## config.mk

```make
export PLATFORM = sky130hd
export DESIGN_NAME = rv_fpu_dispatch_arb
export DESIGN_NICKNAME = d
export VERILOG_FILES = /design/src/rtl/rv_fpu_pkg.sv /design/src/rtl/rv_rr_arbiter.sv /design/src/rtl/rv_fpu_dispatch_arb.sv
export SDC_FILE = /design/constraint.sdc
export NUM_CORES = 1
export LEC_CHECK = 0
export ABC_AREA = 1
export CAP_MARGIN = 10
export CELL_PAD_IN_SITES_DETAIL_PLACEMENT = 0
export CELL_PAD_IN_SITES_GLOBAL_PLACEMENT = 2
export CORE_AREA = 2 2 243 245
export CTS_BUF_LIST = sky130_fd_sc_hd__clkbuf_8
export CTS_CLUSTER_SIZE = 16
export DETAILED_ROUTE_END_ITERATION = 8
export DIE_AREA = 0 0 245 247
export PLACE_DENSITY_LB_ADDON = 0.1
export SLEW_MARGIN = 0
export SYNTH_ARGS = -nofsm -noshare
export SYNTH_HDL_FRONTEND = slang
export SYNTH_SLANG_ARGS = --single-unit
```

## constraint.sdc

```tcl
create_clock -name i_clk -period 17.8 [get_ports i_clk]
set_clock_uncertainty 0.2 [all_clocks]
set_input_delay 3.56 -clock i_clk [delete_from_list [all_inputs] [get_ports i_clk]]
set_output_delay 3.56 -clock i_clk [all_outputs]
set_load 0.02 [all_outputs]
```

## src/rtl/rv_fpu_pkg.sv

```systemverilog
// rv_fpu_pkg: FPU flag bit indices, functional-unit map and op-to-unit helper.
package rv_fpu_pkg;
    localparam int FFLAG_NX = 0;
    localparam int FFLAG_UF = 1;
    localparam int FFLAG_OF = 2;
    localparam int FFLAG_DZ = 3;
    localparam int FFLAG_NV = 4;

    localparam int FPU_CORE_FMA = 0;
    localparam int FPU_CORE_CVT = 1;
    localparam int FPU_CORE_NCP = 2;

    typedef enum logic [3:0] {
        OP_ADD, OP_SUB, OP_MUL, OP_MADD, OP_MSUB, OP_NMADD, OP_NMSUB,
        OP_CVTWS, OP_CVTWUS, OP_CVTSW, OP_CVTSWU,
        OP_DIV, OP_SQRT, OP_CMP, OP_MINMAX, OP_SGNJ
    } fpu_op_e;

    function automatic logic [1:0] fpu_core_of(input fpu_op_e op);
        return (op inside {OP_ADD, OP_SUB, OP_MUL, OP_MADD, OP_MSUB, OP_NMADD, OP_NMSUB}) ? 2'(FPU_CORE_FMA) :
               (op inside {OP_CVTWS, OP_CVTWUS, OP_CVTSW, OP_CVTSWU}) ? 2'(FPU_CORE_CVT) : 2'(FPU_CORE_NCP);
    endfunction
endpackage

```

## src/rtl/rv_rr_arbiter.sv

```systemverilog
// rv_rr_arbiter: grants the first request at or after the pointer; pointer moves past the winner when enabled.
module rv_rr_arbiter #(
    parameter int N = 3
) (
    input  logic                 i_clk,
    input  logic                 i_rst,
    input  logic [N-1:0]         i_req,
    input  logic                 i_en,
    output logic [N-1:0]         o_grant,
    output logic [$clog2(N)-1:0] o_idx,
    output logic                 o_any
);
    localparam int IW = $clog2(N);
    logic [IW-1:0] r_ptr;
    logic [IW-1:0] w_j;

    // Scan from the far end so the last hit written is the closest to the pointer.
    always_comb begin
        o_idx = r_ptr;
        o_any = 1'b0;
        w_j = '0;
        for (int k = N - 1; k >= 0; k--) begin
            w_j = IW'((int'(r_ptr) + k) % N);
            if (i_req[w_j]) begin
                o_idx = w_j;
                o_any = 1'b1;
            end
        end
    end

    assign o_grant = (i_en && o_any) ? N'(1) << o_idx : '0;

    always_ff @(posedge i_clk or posedge i_rst)
        if (i_rst) r_ptr <= '0;
        else if (i_en && o_any) r_ptr <= (o_idx == IW'(N - 1)) ? '0 : o_idx + 1'b1;
endmodule

```

## src/rtl/rv_fpu_dispatch_arb.sv

```systemverilog
// rv_fpu_dispatch_arb: steers requests to the selected FPU unit with per-unit in-flight caps,
// merges unit results round-robin into one output register and accumulates sticky fflags.
module rv_fpu_dispatch_arb
    import rv_fpu_pkg::*;
#(
    parameter  int NUM_CORES   = 3,
    parameter  int LANES       = 4,
    parameter  int TAGW        = 2,
    parameter  int MAX_PENDING = 4,
    localparam int CSW         = $clog2(NUM_CORES),
    localparam int CNTW        = $clog2(MAX_PENDING + 1),
    localparam int FLAGW       = FFLAG_NV + 1
) (
    input  logic                               i_clk,
    input  logic                               i_reset,
    input  logic                               i_valid_in,
    output logic                               o_ready_in,
    input  logic [CSW-1:0]                     i_core_sel,
    output logic [NUM_CORES-1:0]               o_unit_valid_in,
    input  logic [NUM_CORES-1:0]               i_unit_ready_in,
    input  logic [NUM_CORES-1:0]               i_unit_valid_out,
    output logic [NUM_CORES-1:0]               o_unit_ready_out,
    input  logic [NUM_CORES*LANES*32-1:0]      i_unit_result,
    input  logic [NUM_CORES*TAGW-1:0]          i_unit_tag,
    input  logic [NUM_CORES-1:0]               i_unit_has_fflags,
    input  logic [NUM_CORES*LANES*FLAGW-1:0]   i_unit_fflags,
    output logic                               o_valid_out,
    input  logic                               i_ready_out,
    output logic [LANES*32-1:0]                o_result,
    output logic [TAGW-1:0]                    o_tag_out,
    output logic                               o_has_fflags,
    output logic [LANES*FLAGW-1:0]             o_fflags,
    output logic [FLAGW-1:0]                   o_fflags_acc,
    input  logic                               i_fflags_clr,
    output logic                               o_illegal_op,
    output logic                               o_busy
);
    logic [NUM_CORES-1:0]     w_sel, w_room, w_busy_u, w_in_fire;
    logic                     w_legal, w_load, w_fire, w_gany;
    logic [CSW-1:0]           w_gidx;
    logic [FLAGW-1:0]         w_lane_or;
    logic                     r_valid, r_has, r_illegal;
    logic [LANES*32-1:0]      r_result;
    logic [TAGW-1:0]          r_tag;
    logic [LANES*FLAGW-1:0]   r_fflags;
    logic [FLAGW-1:0]         r_acc;

    assign o_unit_valid_in = {NUM_CORES{i_valid_in}} & w_sel & w_room;
    assign w_in_fire = o_unit_valid_in & i_unit_ready_in;
    assign w_legal = |w_sel;
    assign o_ready_in = !w_legal || |(w_sel & i_unit_ready_in & w_room);

    for (genvar g = 0; g < NUM_CORES; g++) begin : g_unit
        logic [CNTW-1:0] r_pend;
        assign w_sel[g] = i_core_sel == CSW'(g);
        assign w_room[g] = r_pend < CNTW'(MAX_PENDING);
        assign w_busy_u[g] = r_pend != '0;
        always_ff @(posedge i_clk or posedge i_reset)
            if (i_reset) r_pend <= '0;
            else if (w_in_fire[g] && !o_unit_ready_out[g]) r_pend <= r_pend + 1'b1;
            else if (o_unit_ready_out[g] && !w_in_fire[g] && w_busy_u[g]) r_pend <= r_pend - 1'b1;
        a_no_underflow: assert property (@(posedge i_clk) disable iff (i_reset) !(o_unit_ready_out[g] && !w_busy_u[g]));
    end

    assign w_load = !r_valid || i_ready_out;
    assign w_fire = r_valid && i_ready_out;

    rv_rr_arbiter #(.N(NUM_CORES)) u_arb (
        .i_clk   (i_clk),
        .i_rst   (i_reset),
        .i_req   (i_unit_valid_out),
        .i_en    (w_load),
        .o_grant (o_unit_ready_out),
        .o_idx   (w_gidx),
        .o_any   (w_gany)
    );

    always_comb begin
        w_lane_or = '0;
        for (int l = 0; l < LANES; l++) w_lane_or |= r_fflags[l*FLAGW +: FLAGW];
    end

    always_ff @(posedge i_clk or posedge i_reset)
        if (i_reset) begin
            r_valid   <= 1'b0;
            r_result  <= '0;
            r_tag     <= '0;
            r_has     <= 1'b0;
            r_fflags  <= '0;
            r_acc     <= '0;
            r_illegal <= 1'b0;
        end else begin
            r_illegal <= i_valid_in && !w_legal;
            // Clear takes effect before the flags of a coinciding fire are merged in.
            r_acc <= (i_fflags_clr ? '0 : r_acc) | ((w_fire && r_has) ? w_lane_or : '0);
            if (w_load) r_valid <= w_gany;
            if (w_load && w_gany) begin
                r_result <= i_unit_result[int'(w_gidx)*LANES*32 +: LANES*32];
                r_tag    <= i_unit_tag[int'(w_gidx)*TAGW +: TAGW];
                r_has    <= i_unit_has_fflags[w_gidx];
                r_fflags <= i_unit_fflags[int'(w_gidx)*LANES*FLAGW +: LANES*FLAGW];
            end
        end

    assign o_valid_out  = r_valid;
    assign o_result     = r_result;
    assign o_tag_out    = r_tag;
    assign o_has_fflags = r_has;
    assign o_fflags     = r_fflags;
    assign o_fflags_acc = r_acc;
    assign o_illegal_op = r_illegal;
    assign o_busy       = |w_busy_u || r_valid;
endmodule

```

### Word level (Yosys, flattened, before mapping)

Index checks and enable logic that the tools add are counted.
W data, S select, Z words.

| word-level totals | value |
|---|---|
| register bits after elaboration | 169 |
| latch bits | 0 |
| RAM bits | 0 |
| bits in read-only memories | 0 |
| input bits | 466 |
| output and inout port bits | 166 |
| word-level logic and storage cells | 105 |
| memories kept | 0 |

| operators by class | value |
|---|---|
| add/subtract/negate cells | 9 |
| $mul | 1 |
| divide/modulo/power cells | 3 |
| $lt $le $gt $ge | 7 |
| equality and inequality tests | 3 |
| shifts and indexed selects | 4 |
| multiplexer cells | 24 |
| bitwise operators | 9 |
| reduce and logical (&&, ||, !) cells | 34 |

Operators with widths:

| kind | count |
|---|---|
| $shiftx A384 B10 Y128 | 1 |
| $mod A32 B3 Y32 const B | 2 |
| $shiftx A60 B8 Y20 | 1 |
| $mod A3 B3 Y32 const B | 1 |
| $mux W3 | 7 |
| $or A5 B5 Y5 | 4 |
| $and A3 B3 Y3 | 5 |
| $logic_and A1 B1 Y1 | 13 |
| $lt A2 B3 Y1 const B | 4 |
| $mux W5 | 2 |
| $add A3 B1 Y3 const B | 3 |
| $lt A3 B3 Y1 const B | 3 |
| $reduce_bool A3 Y1 | 3 |
| $reduce_or A3 Y1 | 3 |
| $sub A3 B1 Y3 const B | 3 |
| $bmux W1 S2 | 4 |
| $logic_not A1 Y1 | 8 |
| $mux W2 | 4 |
| $mux W1 | 7 |
| $reduce_bool A2 Y1 | 3 |
| $shiftx A6 B4 Y2 | 1 |
| $mul A2 B3 Y5 const B | 1 |
| $eq A2 B2 Y1 const B | 2 |
| $add A2 B1 Y3 const B | 1 |
| 6 further kinds | 8 |

### Logic depth before layout (Yosys ltp)

| logic depth | value |
|---|---|
| depth in word-level cells | 13 |
| gate-level depth with buffers | 18 |
| depth with buffers taken out | 18 |

### Hierarchy

A second synthesis with hierarchy kept.

| second synthesis, totals | value |
|---|---|
| cell total of the unflattened synthesis | 1348 |
| area total of the unflattened synthesis | 9621.7 µm² |

By module, submodules not included:

| module | times used | cells each | area an instance (µm²) | seq. area each (µm²) |
|---|---|---|---|---|
| rv_fpu_dispatch_arb | 1 | 1281 | 9247.6 | 4179.0 |
| rv_rr_arbiter | 1 | 67 | 374.1 | 50.0 |

### Worst setup path after synthesis

OpenSTA, ideal clock, no wires.

| timing | value |
|---|---|
| path type | input to output |
| from | in i_unit_valid_out[2] |
| to | out o_unit_ready_out[0] |
| arrival time | 4.518 ns |
| data required time | 14.040 ns |
| slack | 9.522 ns |
| cell stages on the path | 8 |
| buffers on the path | 0 |
| cell sequence | inv_1 o21ai_1 nand2_1 nand3_1 nand2_1 nor2_2 nand2_1 inv_1 |

| on the way | value |
|---|---|
| cells in the longest elaborated chain, start to end | 7 |
| elaborated cells between the ends (all ways) | 15 |
| those cells by class | shift: 1; mux: 13; reduce/logical: 1 |

RTL lines:

| item | RTL line | text |
|---|---|---|
| start, declared | rv_fpu_dispatch_arb.sv:21 | `input logic [NUM_CORES-1:0] i_unit_valid_out,` |
| $bmux W1 S2 | rv_rr_arbiter.sv:24 | `if (i_req[w_j]) begin` |
| $mux W1 (implied by the code) | rv_rr_arbiter.sv:24 |  |
| $mux W2 or $mux W1 (tied branches) (3 in series) | rv_rr_arbiter.sv:24 |  |
| $shl A1 B2 Y3 or $logic_and A1 B1 Y1 (tied branches) | rv_rr_arbiter.sv:31 | `assign o_grant = (i_en && o_any) ? N'(1) << o_idx : '0;` |
| $mux W3 * | rv_rr_arbiter.sv:31 |  |
| end, declared | rv_fpu_dispatch_arb.sv:22 | `output logic [NUM_CORES-1:0] o_unit_ready_out,` |

Mark *: on every way between the ends. The rest lies on a longest branch, timed or not. The select of a mux whose other input is x is not followed.

### Final worst setup path

| timing | value |
|---|---|
| from | in i_unit_valid_out[2] |
| to | out o_unit_ready_out[2] |

Same word-level chain as after synthesis.

==> run summary <==
Post-DRT Antenna Nets: 0
Final Net Count: 2830
Critical Path Sink Type: primary output
Hold Slack: 0.284 ns
Clk Latency, worst-skew pair: 0.56 ns
Synth area leader: dfrtp_1
Critical R2R Launch: u_arb.r_ptr[0]$_DFFE_PP0N_
Delay-heaviest family, CP: buffers and inverters
Largest net degree at the start of global routing: 139
First-pass GRT wire length: 83600 um
Worst path arrival time: 7.40 ns
Max FO, Critical Path: 138
Num CTS Buffers: 17
Worst IR Drop VDD: 229 uV
Top-area cell type share of the netlist area: 39.0%
Root buf cell: clkbuf_8
Hold depth: 2
Hold_sp: o_result[11]$_DFFE_PP0N_
Die area: 0.0605 mm^2
Final hold viol count: 0
Most frequent cells in the layout: nand2_1 (965), clkdlybuf4s50_1 (631), inv_1 (184), dfrtp_1 (169), nor2_1 (163)
Cts hold-fix bufs: 0
Die Wd: 245 um
Syn Inst Count: 1799
Top post-synthesis cells by area: dfrtp_1 (39%), nand2_1 (33%), o21ai_1 (7.0%), inv_1 (6.4%), nor2_1 (5.6%)
Rel. slew slack: 21.0%
DRC viols: 0
Met3 WL: 5140 um
RD Place Congestion: 0.806
Die Y: 247 um
Worst Hold Class: register to register
Port Buf Inserts: 631
Initial drt markers: 481
Most common cell after layout, fill and taps aside: nand2_1
WP depth: 11
Slowest-stage cell, CP: buf_4
Reg2Reg Depth: 16
Seq/Total Area, Yosys: 39.0%
Leak Pwr: 9.12 nW
Max Cap Viol: 0
Wl on met1: 23500 um
Final setup violation count: 0
WS Path Type: input port to primary output
Flop2flop setup slack: 12.97 ns
RSZ-0062 raised after global routing: false
Number of global-route vias before repair: 12.9k
Reg clk slew, reported paths: 0.09 ns
Crit path time final: 11.16 ns
Outcome: complete, no violations
PD cells: 207 mW/mm^2
Ratio of cells with drive above 1 in the final layout: 2.11%
Routed length on met2: 28100 um
CP cell instances: clkdlybuf4s50_1 -> inv_1 -> o21ai_1 -> nand3_1 -> nand2_1 -> nand2_1 -> nand2_8 -> buf_4 -> nand3_1 -> inv_1 -> clkdlybuf4s50_1
GRT Util Overall: 18.8%
Worst slack, placed: 6.71 ns
Syn Area/Cell: 6.03 um^2
# clock sinks: 169
Initial Utilization: 18.6%
CTS tree: done
Max frequency: 89.6 MHz
Non-filler cells, final: 3151
I/O pins: 632
CP Data Required Time: 14.04 ns
Row Count: 89
Top Metal Used: met5
Avg WL per Cell: 18.3 um
WP buf/inv: 5
Via Count: 12.9k
Period utilization: 62.7%
CTS H-tree depth: 4
Ys Warns: 0
Syn nets: 2271
Post-CTS Setup Bufs: 0
Final core utilization: 31.2%
Cell Area, Synth: 0.0109 mm^2
Gr ovfl total: 0
Worst-Margin Slew: 1.18 ns
Hpwl dp: 43000 um
Crit path launch type: input port
PnR worst setup slack: 6.64 ns
Core area: 0.0582 mm^2
Placed cells: 3112
Total Neg Setup Slack: 0 ns
Fillers: 6451
Vias/cell: 4.08
Slew Limit Fails: 0
Cts repair resizes: 0
Final wirelength: 57700 um
Initial antenna violation count: 17
Crit path from: i_unit_valid_out[2]
#FFs+latches synth: 169
DR pass1 iterations: 5
Clk buf depth: 2
Slowest Stage Delay on Critical Path: 0.84 ns
Yosys cell types: 24
Synth-to-layout area growth: 67.4%
==> path summary, 6_finish.rpt <==
kind                                              to
max                              o_unit_ready_out[2]
min                         o_result[11]$_DFFE_PP0N_
max reg2reg                 o_result[31]$_DFFE_PP0N_
min reg2reg                 o_result[11]$_DFFE_PP0N_
max in group asynchronous  o_result[104]$_DFFE_PP0N_
min in group asynchronous   o_result[11]$_DFFE_PP0N_
==> synthesized netlist by cell type, drive strengths merged <==
library cell,n
nor3b,1
nor2,165
nand2,969
o41ai,5
nor4,2
clkbuf,17
nand4,6
o21ai,162
fa,3
dfrtp,169
nor3,3
nand3,20
inv,189
buf,81
a21oi,1
ha,3
xor2,3
==> report_power, final <==
part,internal [W],switching [W]
registers,0.000601,0.000124
clock network,0.000134,0.000166
logic,0.000954,0.00178
total,0.00169,0.00207
==> worst min-delay path, cell delays in order, from the launching register on <==
cell and delay [ns]:
dfrtp_1 0.35, nand2_1 0.05, nand2_1 0.05
==> routing by layer <==
layer  vias to the layer above  track usage [%]
met5                         -                0
met2                       374             32.1
met4                        24             4.90
met3                        63             7.60
li1                       6491                -
met1                      5909             21.6
==> through the flow <==
step / power, W / area (um^2)
6_report: 0.00376 / 18200
5_1_grt: 0.00420 / 18100
3_5_place_dp: 0.00355 / 17700
4_1_cts: 0.00389 / 18100
3_3_place_gp: 0.00354 / 17700
2_1_floorplan: 0.00248 / 10900
==> kinds of logic (layout without fill, tap and decap cells) <==
kind of cell / after synthesis / count (layout) / synth area share (%)
other: 0 / 7 / 0
xor gates and xnor gates: 3 / 3 / 0.242
and+or+nand+nor: 1166 / 1166 / 40.9
buffers and inverters: 287 / 859 / 11.0
AOI/OAI and AO/OA: 168 / 168 / 7.92
adders and majority gates: 6 / 6 / 0.900
DFF: 169 / 169 / 39.0
==> registers in the layout, indices dropped and copies added (netlist names) <==
register / cells
u_arb.r_ptr: 2
o_valid_out: 1
o_tag_out: 2
o_result: 128
o_fflags_acc: 5
o_fflags: 20
o_illegal_op: 1
o_has_fflags: 1
g_unit.r_pend: 9
==> area by class of cell <==
class / instances / area [um^2] / area share [%]
Tap cell: 773 / 967 / 5.33
Inverter: 189 / 729 / 4.02
Clock buffer: 20 / 275 / 1.52
Timing Repair Buffer: 638 / 6370 / 35.1
Sequential cell: 169 / 4230 / 23.3
Multi-Input combinational cell: 1343 / 5450 / 30.0
Antenna cell: 7 / 17.5 / 0.0965
Clock inverter: 12 / 125 / 0.689
No activity file was read; power rests on OpenSTA's default activity.
